<file path="src/rtl/fft_stage_sequencer_if.sv">
// Frame handshake and stage-select bundle between the FFT stage sequencer and its user.
// Latency: none (wires only); the sequencer registers every output it drives here.
// Backpressure: i_hold stalls the sequencer; there is no ready path back to the requester.
interface fft_stage_sequencer_if #(
  parameter int N_STAGES = 5,
  parameter int SW       = 4
);
  logic                i_start;
  logic                i_hold;
  logic [N_STAGES-1:0] o_stage_en;
  logic [SW-1:0]       o_s;
  logic                o_busy;
  logic                o_done;

  // Requester side: issues START/HOLD, observes stage outputs.
  modport master (
    output i_start,
    output i_hold,
    input  o_stage_en,
    input  o_s,
    input  o_busy,
    input  o_done
  );

  // Sequencer side.
  modport slave (
    input  i_start,
    input  i_hold,
    output o_stage_en,
    output o_s,
    output o_busy,
    output o_done
  );
endinterface

</file>
<file path="src/rtl/fft_stage_sequencer.sv">
// Steps the FFT datapath through N_STAGES butterfly stages, DWELL cycles each (one-hot + binary select).
// Latency: START accepted at edge t gives S=1 after edge t; a frame lasts N_STAGES*DWELL unstalled cycles.
// Backpressure: HOLD freezes state, counters and outputs (DONE still self-clears); optional
// back-to-back wrap without an idle gap is enabled by defining FFT_SEQ_CONTINUOUS_EN.
module fft_stage_sequencer #(
  parameter int N_STAGES = 5,
  parameter int SW       = 4,
  parameter int DWELL    = 1
) (
  input logic                 i_clk,
  input logic                 i_rst,
  fft_stage_sequencer_if.slave bus
);

  localparam int DW = (DWELL > 1) ? $clog2(DWELL) : 1;

  typedef enum logic {
    ST_IDLE = 1'b0,
    ST_RUN  = 1'b1
  } state_t;

  state_t              r_state;
  logic [DW-1:0]       r_dwell;
  logic [SW-1:0]       r_s;
  logic [N_STAGES-1:0] r_stage_en;
  logic                r_busy;
  logic                r_done;

  wire w_dwell_last = (r_dwell == DW'(DWELL - 1));
  wire w_stage_last = (r_s == SW'(N_STAGES));

  // Frame FSM: all outputs are registered here so S and STAGE_EN always move together.
  always_ff @(posedge i_clk) begin
    if (i_rst) begin
      r_state    <= ST_IDLE;
      r_dwell    <= '0;
      r_s        <= '0;
      r_stage_en <= '0;
      r_busy     <= 1'b0;
      r_done     <= 1'b0;
    end else begin
      // DONE is a single-cycle pulse even if a stall follows it.
      r_done <= 1'b0;
      if (!bus.i_hold) begin
        case (r_state)
          ST_IDLE: begin
            if (bus.i_start) begin
              r_state    <= ST_RUN;
              r_dwell    <= '0;
              r_s        <= SW'(1);
              r_stage_en <= N_STAGES'(1);
              r_busy     <= 1'b1;
            end
          end
          ST_RUN: begin
            if (!w_dwell_last) begin
              r_dwell <= r_dwell + DW'(1);
            end else begin
              r_dwell <= '0;
              if (!w_stage_last) begin
                r_s        <= r_s + SW'(1);
                r_stage_en <= r_stage_en << 1;
              end else begin
                r_done <= 1'b1;
`ifdef FFT_SEQ_CONTINUOUS_EN
                // A request on the final cycle chains the next frame with no idle gap.
                if (bus.i_start) begin
                  r_s        <= SW'(1);
                  r_stage_en <= N_STAGES'(1);
                end else begin
                  r_state    <= ST_IDLE;
                  r_s        <= '0;
                  r_stage_en <= '0;
                  r_busy     <= 1'b0;
                end
`else
                r_state    <= ST_IDLE;
                r_s        <= '0;
                r_stage_en <= '0;
                r_busy     <= 1'b0;
`endif
              end
            end
          end
          default: begin
            r_state <= ST_IDLE;
          end
        endcase
      end
    end
  end

  assign bus.o_stage_en = r_stage_en;
  assign bus.o_s        = r_s;
  assign bus.o_busy     = r_busy;
  assign bus.o_done     = r_done;

endmodule
</file>
<file path="src/flat_wrapper.sv">
// flat-port wrapper written by rule: the top's interface ports become plain ports
module fft_stage_sequencer_flat 
#(
  parameter int N_STAGES = 5,
  parameter int SW       = 4,
  parameter int DWELL    = 1
)
  (i_clk, i_rst, bus_i_start, bus_i_hold, bus_o_stage_en, bus_o_s, bus_o_busy, bus_o_done);
  fft_stage_sequencer_if #(.N_STAGES(N_STAGES), .SW(SW)) bus_i ();
  input logic i_clk;
  input logic i_rst;
  input wire logic [$bits(bus_i.i_start)-1:0] bus_i_start;
  input wire logic [$bits(bus_i.i_hold)-1:0] bus_i_hold;
  output wire logic [$bits(bus_i.o_stage_en)-1:0] bus_o_stage_en;
  output wire logic [$bits(bus_i.o_s)-1:0] bus_o_s;
  output wire logic [$bits(bus_i.o_busy)-1:0] bus_o_busy;
  output wire logic [$bits(bus_i.o_done)-1:0] bus_o_done;
  assign bus_i.i_start = bus_i_start;
  assign bus_i.i_hold = bus_i_hold;
  assign bus_o_stage_en = bus_i.o_stage_en;
  assign bus_o_s = bus_i.o_s;
  assign bus_o_busy = bus_i.o_busy;
  assign bus_o_done = bus_i.o_done;
  fft_stage_sequencer #(.N_STAGES(N_STAGES), .SW(SW), .DWELL(DWELL)) u_core (.i_clk(i_clk), .i_rst(i_rst), .bus(bus_i));
endmodule
</file>
<file path="config.mk">
export PLATFORM = sky130hd
export DESIGN_NAME = fft_stage_sequencer_flat
export DESIGN_NICKNAME = d
export VERILOG_FILES = /design/src/rtl/fft_stage_sequencer_if.sv /design/src/rtl/fft_stage_sequencer.sv /design/src/flat_wrapper.sv
export SDC_FILE = /design/constraint.sdc
export NUM_CORES = 1
export LEC_CHECK = 0
export ABC_CLOCK_PERIOD_IN_PS = 1700
export CAP_MARGIN = 10
export CORE_MARGIN = 2
export CORE_UTILIZATION = 40
export CTS_CLUSTER_SIZE = 20
export DETAILED_ROUTE_END_ITERATION = 8
export PLACE_DENSITY_LB_ADDON = 0.05
export SETUP_SLACK_MARGIN = 0.05
export SLEW_MARGIN = 20
export SYNTH_ARGS = -nofsm -noshare
export SYNTH_HDL_FRONTEND = slang
export SYNTH_SLANG_ARGS = --single-unit
</file>
<file path="constraint.sdc">
create_clock -name i_clk -period 1.7 [get_ports i_clk]
set_input_delay 0.51 -clock i_clk [delete_from_list [all_inputs] [get_ports i_clk]]
set_output_delay 0.51 -clock i_clk [all_outputs]
set_load 0.02 [all_outputs]
</file>
---- After elaboration in Yosys (flattened, before gate mapping) ----
Cells that the tools add are included.
operators by class
  add/subtract/negate cells ............... 2
  equal/unequal tests ..................... 4
  multiplexer cells ....................... 20
  bitwise operators ....................... 2
  reductions and logical operators ........ 4
operator list
  cell                   count
  $mux W5                3
  $mux W4                3
  $pmux W5 S2            1
  $mux W1                9
  $pmux W4 S2            1
  $ne A2 B2 Y1 const B   3
  $pmux W1 S2            3
  $add A4 B1 Y4 const B  1
  $eq A4 B3 Y1 const B   1
  $reduce_and A4 Y1      1
  $reduce_or A4 Y1       1
  $reduce_and A3 Y1      1
  $not A1 Y1             2
  $reduce_and A2 Y1      1
  $add A1 B1 Y1 const B  1
storage, ports and cells
  register bits after elaboration ......... 13
  bits of input ports ..................... 4
  output and inout bits ................... 11
  logic and storage cells ................. 38

---- Longest topological paths before layout ----
  depth after elaboration ................. 4
  mapped depth ............................ 5
  gate-level depth less buffers ........... 5

---- Worst setup path after synthesis ----
No wires, ideal clock.
  kind .................................... reg2reg
  start ................................... register u_core.r_s[0], in the netlist u_core.bus.o_s[0]
  end ..................................... register u_core.r_stage_en[1], in the netlist u_core.bus.o_stage_en[1]
  setup time .............................. 0.115 ns
  arrival ................................. 1.342 ns
  data required time ...................... 1.585 ns
  setup slack ............................. 0.244 ns
  stages on the path, launching flop included .. 5
  path buffers ............................ 0
  path through ............................ dfxtp_1 ha_1 nor4bb_1 a211o_2 nor2_1
on the way
  word-level cells in the longest chain between the ends .. 4
RTL lines
  element                 RTL line                   text
  start, declared         fft_stage_sequencer.sv:24  logic [SW-1:0] r_s;
  start signal, assigned  fft_stage_sequencer.sv:61  r_s <= r_s + SW'(1);
  $eq A4 B3 Y1            fft_stage_sequencer.sv:30  wire w_stage_last = (r_s == SW'(N_STAGES));
  $mux W5                 fft_stage_sequencer.sv:60  if (!w_stage_last) begin
  $mux W5                 fft_stage_sequencer.sv:56  if (!w_dwell_last) begin
  $pmux W5 S2             fft_stage_sequencer.sv:45  case (r_state)
  end signal, assigned    fft_stage_sequencer.sv:62  r_stage_en <= r_stage_en << 1;
  end, declared           fft_stage_sequencer.sv:25  logic [N_STAGES-1:0] r_stage_en;
No other way between the ends. The select of a mux whose other input is x is not followed.
A chain may end at the register's enable or synchronous reset.

---- Final worst setup path ----
  start ................................... input bus_i_hold
  end ..................................... register u_core.r_s[3], in the netlist u_core.bus.o_s[3]
on the way
  word-level cells in the longest chain between the ends .. 2
RTL lines
  element                             RTL line            text
  start, declared                     flat_wrapper.sv:13  input wire logic [$bits(bus_i.i_hold)-1:0] bus_i_hold;
  $not A1 Y1 (no source line)         -
  $reduce_and A3 Y1 (no source line)  -
No other way between the ends.

==> impl_metrics.tcl <==
set metrics [dict create \
    fin_crit_sh 0.916 \
    final.min_clock_period_ps 1560 \
    status "finished, final reports clean" \
    yosys_synthesis_warning_count 0 \
    timing.max_slew.rel_slack 0.792 \
    floorplan.die_area_sq_um 1600 \
    clk_pin_slew_worst_paths_ps 80 \
    placedInstanceArea_sq_um 718 \
    clkSinkCount 12 \
    ys_seq_area_frac 0.463 \
    final.setup_skew_ps 0.616 \
    net-switching-power_mw 0.142 \
    syn_area_per_cell_sq_um 9.44 \
    initial_antenna_violation_count 0 \
    numPortBuffers 14 \
    final.setup.tns_ps 0 \
    cellPowerDensity_nw_per_um2 754 \
    core.rowCount 12 \
    wl_per_cell_um 11.3 \
    critical_path.max_fanout 7 \
    ir_drop_uv 565 \
    worst_r2r_path_depth 5 \
    power.share.sequential 0.545 \
    grt_setup_unrepaired "false" \
    power_share_of_the_combinational_group 0.138 \
    stdcell_area_sq_um 733 \
    top_level_ports 15 \
    dieWidth_um 40.0 \
    startpoint_type "input port" \
    timing.hold.worst.class "flop to flop" \
    dp.final_hpwl_um 786 \
    timing.final.setup_violations 0 \
    area.growth.synth_to_final_pct 41.2 \
    worst-setup-path-type "input port to flop" \
    maxCapViolCount 0 \
    ant_nets 0 \
    synthesis.area_sq_um 519 \
    post_synth_inst_count 55 \
    core_region_area_sq_um 1160 \
    clock_tree.htree_level_count 1 \
    clock_tree_from_tritoncts "yes" \
    floorplan.die.height_um 40.0 \
    detailroute.via_count 465 \
    cts_inserted_buffers 3 \
    worst_setup_path_end_kind "flop" \
    max_clock_freq_mhz 642 \
    initial_core_util 0.449 \
    finalHoldViolations 0 \
    multi_input_comb_area_sq_um 263 \
    ff_latch_area_sq_um 240 \
    utilization 0.634 \
    first_global_vias 403 \
    grt-ovfl-total 0 \
    cts-root-buf "sky130_fd_sc_hd__clkbuf_4" \
    num-nets-final 86 \
    p_clk_frac 0.317 \
    synth-edff-count 0 \
    power.leakage_nw 0.348 \
    wirelength_um 1040 \
    ys_dominant_reg_cell "sky130_fd_sc_hd__dfxtp_1" \
    final_max_slew_viol_count 0 \
    design_power_total_mw 0.553 \
    instance_count_along_the_most_critical_hold_path 2 \
    drc_viols 0 \
    later_pin_clock_latency_in_the_skew_report_ps 260 \
    count_of_state_elements_after_synthesis 12 \
    critPathRequiredTime_ps 1900 \
    max-clock-path-buffers 2 \
    p_int_mw 0.411 \
    grt_use_total 0.164 \
    filler_cell_count 106 \
    drt_first_iter_violations 3 \
    cp.arrival_ps 1760 \
    final_layout_size_suffix_gt1_frac 0.179 \
    post_drt_via_cell_ratio 5.05 \
    grt_start_max_net_pins 9 \
    finalWeightedCongestion 0.689 \
    grt_pass1_wl_um 1700 \
    postSynthNetCount 61 \
    drt_pre_antenna_iters 4 \
    antenna_cells 0 \
    swShare 0.257 \
    worst_slack_ps 142 \
    timing_worst_slew_pin_value_ps 308 \
    yosys.cell_types.count 23 \
    dp_worst_setup_slack_ps -153 \
    postSynth.asyncResetShare 0 \
]
==> cells by family (layout without fill, tap and decap cells) <==
| family | Yosys count | count (layout) | synth area share |
|---|---|---|---|
| AND/OR/NAND/NOR | 20 | 20 | 0.212 |
| AO/OA/AOI/OAI | 13 | 13 | 0.157 |
| flip-flops | 12 | 12 | 0.463 |
| multiplexers | 4 | 4 | 0.0771 |
| buffers and inverters | 4 | 27 | 0.0434 |
| adder cells (fa/ha/maj) | 2 | 2 | 0.0482 |
==> final timing paths <==
check / start / endpoint / slack (ps)
max: bus_i_hold / u_core.bus.o_s[3] / 140
min: u_core.bus.o_busy / u_core.bus.o_busy / 490
max reg2reg: u_core.bus.o_s[1] / u_core.bus.o_s[1] / 290
min reg2reg: u_core.bus.o_busy / u_core.bus.o_busy / 490
==> per-stage QoR <==
stage                     cells  hold WS, ps
after global placement       89          472
final                        92          485
after floorplan              55          535
after global routing         92          522
after CTS                    92          488
after detailed placement     89          482
==> state kept, by name, summed over array words and instances (netlist names) <==
signal and flops:
u_core.bus.o_done 1, u_core.bus.o_s 4, u_core.bus.o_stage_en 5, u_core.bus.o_busy 1, u_core.r_state 1
==> critical path: stages <==
cell                              delay (ps)
sky130_fd_sc_hd__clkdlybuf4s50_1         490
sky130_fd_sc_hd__o21bai_2                270
sky130_fd_sc_hd__or3_1                   360
sky130_fd_sc_hd__a21oi_1                 130
==> layout by cell type, fill, tap and decap left out, types with 2 or more instances in the layout <==
master,count
sky130_fd_sc_hd__a21oi_1,5
sky130_fd_sc_hd__buf_4,7
sky130_fd_sc_hd__clkbuf_4,3
sky130_fd_sc_hd__clkdlybuf4s50_1,3
sky130_fd_sc_hd__dfxtp_1,12
sky130_fd_sc_hd__dlygate4sd2_1,11
sky130_fd_sc_hd__ha_1,2
sky130_fd_sc_hd__inv_1,3
sky130_fd_sc_hd__mux2i_1,4
sky130_fd_sc_hd__nand2_1,2
sky130_fd_sc_hd__nor2_1,6
sky130_fd_sc_hd__nor3b_1,2
sky130_fd_sc_hd__o21ai_0,4
sky130_fd_sc_hd__or3_1,2
==> cell usage after synthesis (2+ instances only) <==
| master | n | area share |
|---|---|---|
| sky130_fd_sc_hd__nand2_1 | 2 | 0.014 |
| sky130_fd_sc_hd__nor2_1 | 6 | 0.043 |
| sky130_fd_sc_hd__mux2i_1 | 4 | 0.077 |
| sky130_fd_sc_hd__o21ai_0 | 4 | 0.039 |
| sky130_fd_sc_hd__nor3b_1 | 2 | 0.029 |
| sky130_fd_sc_hd__a21oi_1 | 5 | 0.048 |
| sky130_fd_sc_hd__ha_1 | 2 | 0.048 |
| sky130_fd_sc_hd__dfxtp_1 | 12 | 0.46 |
| sky130_fd_sc_hd__inv_1 | 3 | 0.022 |
| sky130_fd_sc_hd__or3_1 | 2 | 0.024 |
==> layer usage <==
metal,part of all wire,vias to the layer above,track usage
li1,-,240,-
met1,0.49,209,0.215
met2,0.44,14,0.242
met3,0.063,2,0.0500
met4,0.0077,0,0.0776
met5,0,-,0
==> layout make-up <==
type,count,share of cell area
clock buffer,3,0.0307
inverter,3,0.0154
multi-input combinational,39,0.358
sequential,12,0.328
tap,14,0.0239
timing repair buffer,21,0.244
==> power by group through the flow <==
stage                     sequential, mW  combinational [mW]  clock [mW]
after CTS                          0.302              0.0767       0.175
after global routing               0.304              0.0845       0.192
final                              0.301              0.0765       0.175
after global placement             0.309              0.0815           0
after floorplan                    0.317              0.0358           0
after detailed placement           0.309              0.0817           0
==> what timing repair did <==
action,CTS,global route
buffers inserted,0,0
setup endpoints to repair,11,8
resized for setup,11,1
hold buffers,0,0
Note: power is estimated with default switching activity, not from simulation.
